$ cat src/rtl/cache_ram_ctrl.sv
// Cache-line refill / write-back initiator on the BRAM word port: one word per handshake, ram_en dropped for one cycle between words.
// Optional macro CRIT_WORD_FIRST_EN: refills start at the requested word and wrap through the line.
module cache_ram_ctrl #(
  parameter  int ADDR_W     = 12,
  parameter  int DATA_W     = 32,
  parameter  int LINE_WORDS = 8,
  localparam int OFF_W      = $clog2(LINE_WORDS)
) (
  input  logic              clk,
  input  logic              rst,
  input  logic              req_valid,
  input  logic              req_write,
  input  logic [ADDR_W-1:0] req_addr,
  output logic              req_ready,
  output logic [OFF_W-1:0]  wb_idx,
  input  logic [DATA_W-1:0] wb_data,
  output logic              rd_valid,
  output logic [OFF_W-1:0]  rd_idx,
  output logic [DATA_W-1:0] rd_data,
  output logic              done,
  output logic              busy,
  output logic              ram_en,
  output logic              ram_write,
  output logic [ADDR_W-1:0] ram_addr,
  output logic [DATA_W-1:0] data_to_ram,
  input  logic              ram_rdy,
  input  logic [DATA_W-1:0] data_from_ram
);

  typedef enum logic [1:0] {
    S_IDLE = 2'd0,
    S_ACC  = 2'd1,
    S_GAP  = 2'd2
  } state_t;

  state_t                    state_q, state_d;
  logic                      write_q;
  logic [ADDR_W-OFF_W-1:0]   line_q;
  logic [OFF_W-1:0]          off_q;
  logic [OFF_W-1:0]          cnt_q;
  logic [OFF_W-1:0]          start_off;
  logic [OFF_W-1:0]          rd_idx_q;
  logic [DATA_W-1:0]         rd_data_q;
  logic                      rd_valid_q;
  logic                      done_q;
  logic                      accept;
  logic                      word_done;
  logic                      last_word;

`ifdef CRIT_WORD_FIRST_EN
  assign start_off = req_write ? '0 : req_addr[OFF_W-1:0];
`else
  logic unused_req_off;
  assign unused_req_off = ^req_addr[OFF_W-1:0];
  assign start_off      = '0;
`endif

  assign accept    = req_ready & req_valid;
  assign word_done = ram_en & ram_rdy;
  assign last_word = (cnt_q == OFF_W'(LINE_WORDS - 1));

  always_ff @(posedge clk or negedge rst) begin
    if (!rst) begin
      state_q <= S_IDLE;
    end else begin
      state_q <= state_d;
    end
  end

  always_comb begin
    state_d = state_q;
    case (state_q)
      S_IDLE:  if (req_valid) state_d = S_ACC;
      S_ACC:   if (ram_rdy) state_d = last_word ? S_IDLE : S_GAP;
      S_GAP:   state_d = S_ACC;
      default: state_d = S_IDLE;
    endcase
  end

  // The GAP cycle keeps ram_en low so the responder re-arms before the next word.
  always_comb begin
    req_ready = 1'b0;
    busy      = 1'b0;
    ram_en    = 1'b0;
    case (state_q)
      S_IDLE: req_ready = 1'b1;
      S_ACC: begin
        busy   = 1'b1;
        ram_en = 1'b1;
      end
      S_GAP:  busy = 1'b1;
      default: ;
    endcase
  end

  always_ff @(posedge clk or negedge rst) begin
    if (!rst) begin
      write_q    <= 1'b0;
      line_q     <= '0;
      off_q      <= '0;
      cnt_q      <= '0;
      rd_idx_q   <= '0;
      rd_data_q  <= '0;
      rd_valid_q <= 1'b0;
      done_q     <= 1'b0;
    end else begin
      rd_valid_q <= 1'b0;
      done_q     <= 1'b0;
      if (accept) begin
        write_q <= req_write;
        line_q  <= req_addr[ADDR_W-1:OFF_W];
        off_q   <= start_off;
        cnt_q   <= '0;
      end else if (word_done) begin
        if (!write_q) begin
          rd_data_q  <= data_from_ram;
          rd_idx_q   <= off_q;
          rd_valid_q <= 1'b1;
        end
        off_q  <= off_q + 1'b1;
        cnt_q  <= cnt_q + 1'b1;
        done_q <= last_word;
      end
    end
  end

  // wb_data follows wb_idx combinationally, so data_to_ram is stable while the offset is.
  assign wb_idx      = off_q;
  assign ram_write   = ram_en & write_q;
  assign ram_addr    = {line_q, off_q};
  assign data_to_ram = ram_write ? wb_data : '0;
  assign rd_valid    = rd_valid_q;
  assign rd_idx      = rd_idx_q;
  assign rd_data     = rd_data_q;
  assign done        = done_q;

endmodule

$ cat config.mk
export PLATFORM = sky130hd
export DESIGN_NAME = cache_ram_ctrl
export DESIGN_NICKNAME = d
export VERILOG_FILES = /design/src/rtl/cache_ram_ctrl.sv
export SDC_FILE = /design/constraint.sdc
export NUM_CORES = 1
export LEC_CHECK = 0
export BUFFER_PORTS_ARGS = -buffer_cell sky130_fd_sc_hd__buf_2
export CAP_MARGIN = 40
export CORE_AREA = 10 10 105 107
export CTS_BUF_LIST = sky130_fd_sc_hd__clkbuf_16
export CTS_CLUSTER_DIAMETER = 200
export DETAILED_ROUTE_END_ITERATION = 16
export DIE_AREA = 0 0 115 117
export SETUP_SLACK_MARGIN = 0.1
export SLEW_MARGIN = 20
export SYNTH_ARGS = -nofsm -noshare
export SYNTH_HDL_FRONTEND = slang
export SYNTH_SLANG_ARGS = --single-unit
$ cat constraint.sdc
create_clock -name clk -period 2.1 [get_ports clk]
set_input_delay 0.63 -clock clk [delete_from_list [all_inputs] [get_ports clk]]
set_output_delay 0.63 -clock clk [all_outputs]
set_load 0.005 [all_outputs]
==> summary.txt, run 1 <==
Synth
  • Synth top area share: between 50% and 60%
  • Post-Syn Area: around 0.0026 sq mm
  • Syn nets: 276
  • Library cells used by synthesis: 24
  • Avg Cell Area, Syn: 14.0 sq um
  • Ranking of synthesized cells by area: dfrtp_1 (53%), mux2_4 (17%), and3_1 (7.7%)
  • Yosys reg bits: 55
  • Mapped Cells: 187
  • Area leader, netlist: dfrtp_1
  • Register area share after synthesis: 52.7%
  • Yosys warns: 0

Worst setup path
  • Sum of buffers and inverters on the critical path: 3
  • Max stage delay cell, worst path: dfrtp_1
  • Worst setup path class: flip-flop to primary output
  • Critical path arrival: roughly 1400 ps
  • CP cell instances: inv_2, ha_4, buf_12, and3_1, buf_2
  • CP delay by family, top: flip-flops
  • Crit path max fanout: 17
  • Data required, critical path: 1470 ps
  • Crit-path max cell delay: between 400 and 500 ps
  • Setup crit end kind: primary output
  • CP Launch Type: flip-flop

Clocking
  • Clock root buffer master: clkbuf_16
  • Reg clk slew, reported paths: 70 ps
  • Clock Path Buffers: 2
  • H-tree depth: 2
  • Clock Latency Late Sink: 280 ps
  • Total CTS buffers: 5
  • TritonCTS clock tree: done
  • CTS sink count: 55
  • Hold Buf Count CTS: 0

GRT
  • Vias in the first global route: 2,378
  • Largest net degree at the start of global routing: 56
  • Initial antenna violation count: 0
  • Global route total overflow: 0
  • GRT Resource Usage Total: between 10% and 20%
  • First-pass GRT wire length: 11,700 um

Timing
  • Rel. slew slack: 80.0%
  • Max Freq: 489 MHz
  • Max-slew violations: 0
  • Worst-margin pin slew: about 300 ps
  • Final setup vio count: 0
  • Final Skew: 3.68 ps
  • Setup TNS: 0 ps
  • Hold_ws: 335 ps
  • Final hold violations: 0
  • RSZ-0062 raised after global routing: true
  • Tmin final: slightly above 2000 ps
  • Final period utilization: a little over nine tenths

Route
  • DRC errors left: 0
  • Vias: ~2.1k
  • Routed WL: 7880 um
  • DRT iter0 DRCs: 39
  • Iteration count of the initial detailed-routing pass: 4
  • DR WL/cell: 16.7 um
  • Vias/cell: 4.48
  • Antenna Violating Nets Remaining: 0

Floorplan
  • IO Count: 169
  • Total die area: 0.0135 sq mm
  • Initial Util: a little under 30%
  • Core area: roughly 0.0090 sq mm
  • Die X: 115 um
  • Row cnt: 35
  • Die Ht: 117 um

Placed design
  • Gpl congestion: 0.719
  • IO buf count: 165
  • Placed insts: between 400 and 500
  • Detail Placement HPWL: 5770 um
  • DP Area: 0.00354 sq mm

Power
  • Max VDD drop: 466 uV
  • Leak: 2.29 nW
  • P per Cell Area: roughly 1400 mW/mm^2

Finish
  • Layout net count: 450
  • Antenna cells: 0
  • Area Overhead vs Synth: 49.4%
  • Post-Layout Cell Count: 473
  • Most common cell after layout, fill and taps aside: buf_2
  • Most frequent cells in the layout: buf_2 (165), dfrtp_1 (54), and3_1 (32)
  • Post-route cell area: 0.00390 sq mm
  • Layout cells sized above 1: 66.6%
  • Util after Layout: 43.2%

Worst hold path
  • Worst hold path class: input pin to async pin

Job
  • Max-cap check violation count: 0

Run status
  • Status: complete, no violations
cells by family after synthesis:
family                     Yosys count  synth area share (%)
buffers and inverters               19                  5.61
muxes                               47                  24.5
xor gates and xnor gates             3                  1.01
AOI/OAI and AO/OA                    5                  1.10
DFF                                 55                  52.7
and+or+nand+nor                     50                  11.2
adders and majority gates            8                  3.84
worst paths after layout:
path / start / to / slack [ps] / cells after the start
max: state_q[1]$_DFFE_PN0P_ / data_to_ram[20] / 50 / 5
min: rst / rd_data[6]$_DFFE_PN0P_ / 340 / 2
max reg2reg: state_q[1]$_DFFE_PN0P_ / rd_data[3]$_DFFE_PN0P_ / 70 / 7
min reg2reg: write_q$_DFFE_PN0P_ / rd_valid$_DFF_PN0_ / 500 / 1
max in group asynchronous: rst / state_q[0]$_DFFE_PN0P_ / 1510 / 2
min in group clk: write_q$_DFFE_PN0P_ / rd_valid$_DFF_PN0_ / 500 / 1
per-stage QoR:
stage	power, mW	setup WS (ps)
after floorplan	3.24	113
after global placement	4.18	86.8
after detailed placement	4.23	62.3
after CTS	5.35	44.7
after global routing	5.79	-47.1
final	5.35	53.9
synthesized netlist by cell type:
| library cell | count |
|---|---|
| o21bai_1 | 1 |
| clkbuf_1 | 7 |
| and3_1 | 32 |
| xor2_1 | 3 |
| nand2_1 | 5 |
| mux2i_1 | 2 |
| a21oi_1 | 3 |
| buf_12 | 3 |
| ha_1 | 8 |
| and2_4 | 1 |
| buf_4 | 3 |
| or3b_2 | 1 |
| and2_1 | 1 |
| buf_6 | 2 |
| nor3b_1 | 1 |
| o22ai_1 | 1 |
| inv_1 | 4 |
| dfrtp_1 | 55 |
| nor2_1 | 3 |
| nor3_1 | 1 |
| or3_1 | 1 |
| mux2_4 | 30 |
| nand3_1 | 4 |
| mux2_2 | 15 |
final cells by class:
type / instances / area [sq um]
clock buffers: 5 / 125
clock inverters: 3 / 38.8
fillers: 848 / 5120
inverters: 4 / 15.0
multi-input cells: 113 / 1120
flip-flops and latches: 55 / 1380
well taps: 111 / 139
repair buffers: 182 / 1090
power breakdown:
part / internal, mW / switching (mW)
clock network: 0.556 / 0.357
logic: 1.56 / 1.04
registers: 1.56 / 0.277
what timing repair did:
action                                  in CTS  in global routing
cloned                                       2                  4
setup buffers                                2                  1
gates resized for setup                      7                  1
endpoints found under the setup margin      69                 69
endpoints found under the hold margin        0                  0
state kept, by name (all words and copies together), names as in the netlist:
name and flops:
rd_data 32, line_q 9, cnt_q 3, rd_idx 3, wb_idx 3, state_q 2
done 1, rd_valid 1, write_q 1
layer usage:
layer	wire [um]	GRT usage (%)	up-vias	share of wire, %
met1	2920	11.2	994	37
met5	0	0	-	0
met2	3730	17.5	123	47
met3	1160	6.93	4	15
met4	70	3.22	0	0.89
li1	-	-	998	-
No activity file was read; power rests on OpenSTA's default activity.
==> run 2, diff against run 1 <==
--- a/config.mk
+++ b/config.mk
@@ -7,11 +7,13 @@
 export LEC_CHECK = 0
 export BUFFER_PORTS_ARGS = -buffer_cell sky130_fd_sc_hd__buf_2
 export CAP_MARGIN = 40
-export CORE_AREA = 10 10 105 107
+export CORE_AREA = 10 10 111 83
 export CTS_BUF_LIST = sky130_fd_sc_hd__clkbuf_16
 export CTS_CLUSTER_DIAMETER = 200
 export DETAILED_ROUTE_END_ITERATION = 16
-export DIE_AREA = 0 0 115 117
+export DIE_AREA = 0 0 121 93
+export PLACE_DENSITY = 0.74
+export REMOVE_ABC_BUFFERS = 1
 export SETUP_SLACK_MARGIN = 0.1
 export SLEW_MARGIN = 20
 export SYNTH_ARGS = -nofsm -noshare
==> run 2 against run 1 <==
Against the previous run: total power down 1.2%; setup slack worse by 8.8 ps; non-clock buffer count down 2; sequential power up 3%; maximum frequency down 0.43%; utilization up 11 points; routed wire length down 2.2%; register-to-register slack better by 140 ps; critical path type unchanged; highest routed layer unchanged.
==> summary.txt, run 2 (synthesis gave the netlist of run 1 again) <==
Timing
  • Final Skew: 5.39 ps
  • RSZ-0062 raised after global routing: true
  • Max-slew violations: 0
  • Final hold violations: 0
  • Worst-margin pin slew: 319 ps
  • Tmin final: 2050 ps
  • Hold_ws: 332 ps
  • Final setup vio count: 0
  • Rel. slew slack: about 79%
  • Post-route setup slack: 45.1 ps
  • Max Freq: between 400 and 500 MHz
  • Final period utilization: between 90% and 100%

Route
  • Vias: 2,054
  • DRC errors left: 0
  • Routed WL: 7710 um
  • DRT iter0 DRCs: 87
  • Iteration count of the initial detailed-routing pass: 4
  • Vias/cell: 4.48
  • DR WL/cell: roughly 17 um
  • Antenna Violating Nets Remaining: 0

Job
  • Max-cap check violation count: 0

Clocking
  • Clock Path Buffers: 2
  • Reg clk slew, reported paths: 70 ps
  • H-tree depth: 2
  • Hold Buf Count CTS: 0
  • CTS sink count: 55
  • TritonCTS clock tree: done
  • Total CTS buffers: 5
  • Clock Latency Late Sink: 280 ps
  • Clock root buffer master: clkbuf_16

Worst hold path
  • Worst hold path class: input pin to async pin

Power
  • Leak: between 2 and 2.5 nW
  • Max VDD drop: 546 uV
  • Final Power: 5.29 mW
  • P per Cell Area: 1370 mW/mm^2

Floorplan
  • Row cnt: 26
  • Initial Util: a little over a third
  • Die X: 121 um
  • Core area: around 0.0071 sq mm
  • IO Count: 169
  • Total die area: between 0.01 and 0.015 sq mm
  • Die Ht: 93 um

Finish
  • Layout cells sized above 1: 67.5%
  • Flip-flop count of the largest register after layout: 32
  • Layout net count: 448
  • Antenna cells: 0
  • Area Overhead vs Synth: 47.6%
  • Most frequent cells in the layout: buf_2 (160), dfrtp_1 (54), mux2_4 (30)
  • Post-route cell area: 0.00385 sq mm
  • Most common cell after layout, fill and taps aside: buf_2

Placed design
  • Detail Placement HPWL: about 5700 um
  • IO buf count: between 150 and 200
  • DP Area: 0.00355 sq mm
  • Place WS: 72.3 ps
  • Gpl congestion: approximately 0.74

Worst setup path
  • Reg2reg end: rd_data[17]$_DFFE_PN0P_
  • Data required, critical path: 1470 ps
  • Critical path arrival: 1420 ps
  • R2R cell count: 6
  • Crit path max fanout: 17
  • Reg2reg setup slack: ~210 ps
  • Reg-to-reg critical path startpoint: state_q[1]$_DFFE_PN0P_
  • Worst setup path class: flip-flop to primary output
  • CP Launch Type: flip-flop
  • Setup crit end kind: primary output

GRT
  • GRT Resource Usage Total: 13.1%
  • First-pass GRT wire length: 12,200 um
  • Initial antenna violation count: 0
  • Vias in the first global route: 2,297
  • Global route total overflow: 0
  • Largest net degree at the start of global routing: 56

Run status
  • Status: complete, no violations
## run 2: changes by cell type in the layout (fill, tap and decap cells not counted), sizes merged
cell    previous run  this run
clkbuf             8         6
bufinv             1         0
inv                4         5
## run 2: worst max path at each step
stage	endpoint	cells after the start	startpoint
2_1_floorplan	rd_data[10]$_DFFE_PN0P_	5	state_q[0]$_DFFE_PN0P_
3_3_place_gp	rd_data[3]$_DFFE_PN0P_	5	req_valid
3_5_place_dp	rd_data[13]$_DFFE_PN0P_	5	req_valid
4_1_cts	data_to_ram[8]	5	state_q[0]$_DFFE_PN0P_
5_1_grt	data_to_ram[12]	5	state_q[0]$_DFFE_PN0P_
6_report	data_to_ram[8]	5	state_q[0]$_DFFE_PN0P_
## run 2: cell type report
| cell class | instances | area [sq um] |
|---|---|---|
| fillers | 606 | 3270 |
| flip-flops and latches | 55 | 1380 |
| multi-input cells | 113 | 1140 |
| repair buffers | 180 | 1060 |
| clock buffers | 5 | 125 |
| well taps | 98 | 123 |
| inverters | 4 | 15.0 |
| clock inverters | 3 | 11.3 |
## run 2: routing by layer
| metal | GRT usage [%] | vias to the layer above | wire (um) |
|---|---|---|---|
| li1 | - | 996 | - |
| met1 | 15.3 | 992 | 3210 |
| met2 | 22.2 | 64 | 3820 |
| met3 | 5.71 | 2 | 662 |
| met4 | 2.10 | 0 | 14 |
| met5 | 0 | - | 0 |
## run 2: through the flow
step | utilization, % | std cells | TNS [ps]
final | 54.1 | 458 | 0
after floorplan | - | 172 | -19610
after detailed placement | 49.9 | 445 | 0
after CTS | 52.7 | 457 | 0
after global routing | 54.1 | 458 | -33.4
after global placement | 49.9 | 445 | 0
## run 2: power breakdown
part           internal [mW]  switching [mW]
registers               1.56           0.324
clock network          0.430           0.336
logic                   1.59            1.04
## run 2: timing repair
| action | 4_1_cts | 5_1_grt |
|---|---|---|
| endpoints found under the setup margin | 35 | 68 |
| cloned | 1 | 1 |
| resized for setup | 5 | 14 |
| setup buffers | 3 | 0 |
| pin swaps | 1 | 1 |
## run 2: worst max-delay path, stage by stage, from the launching register on
cell	delay (ps)
dfrtp_1	390
buf_6	130
ha_4	180
buf_12	150
and3_4	160
buf_2	130
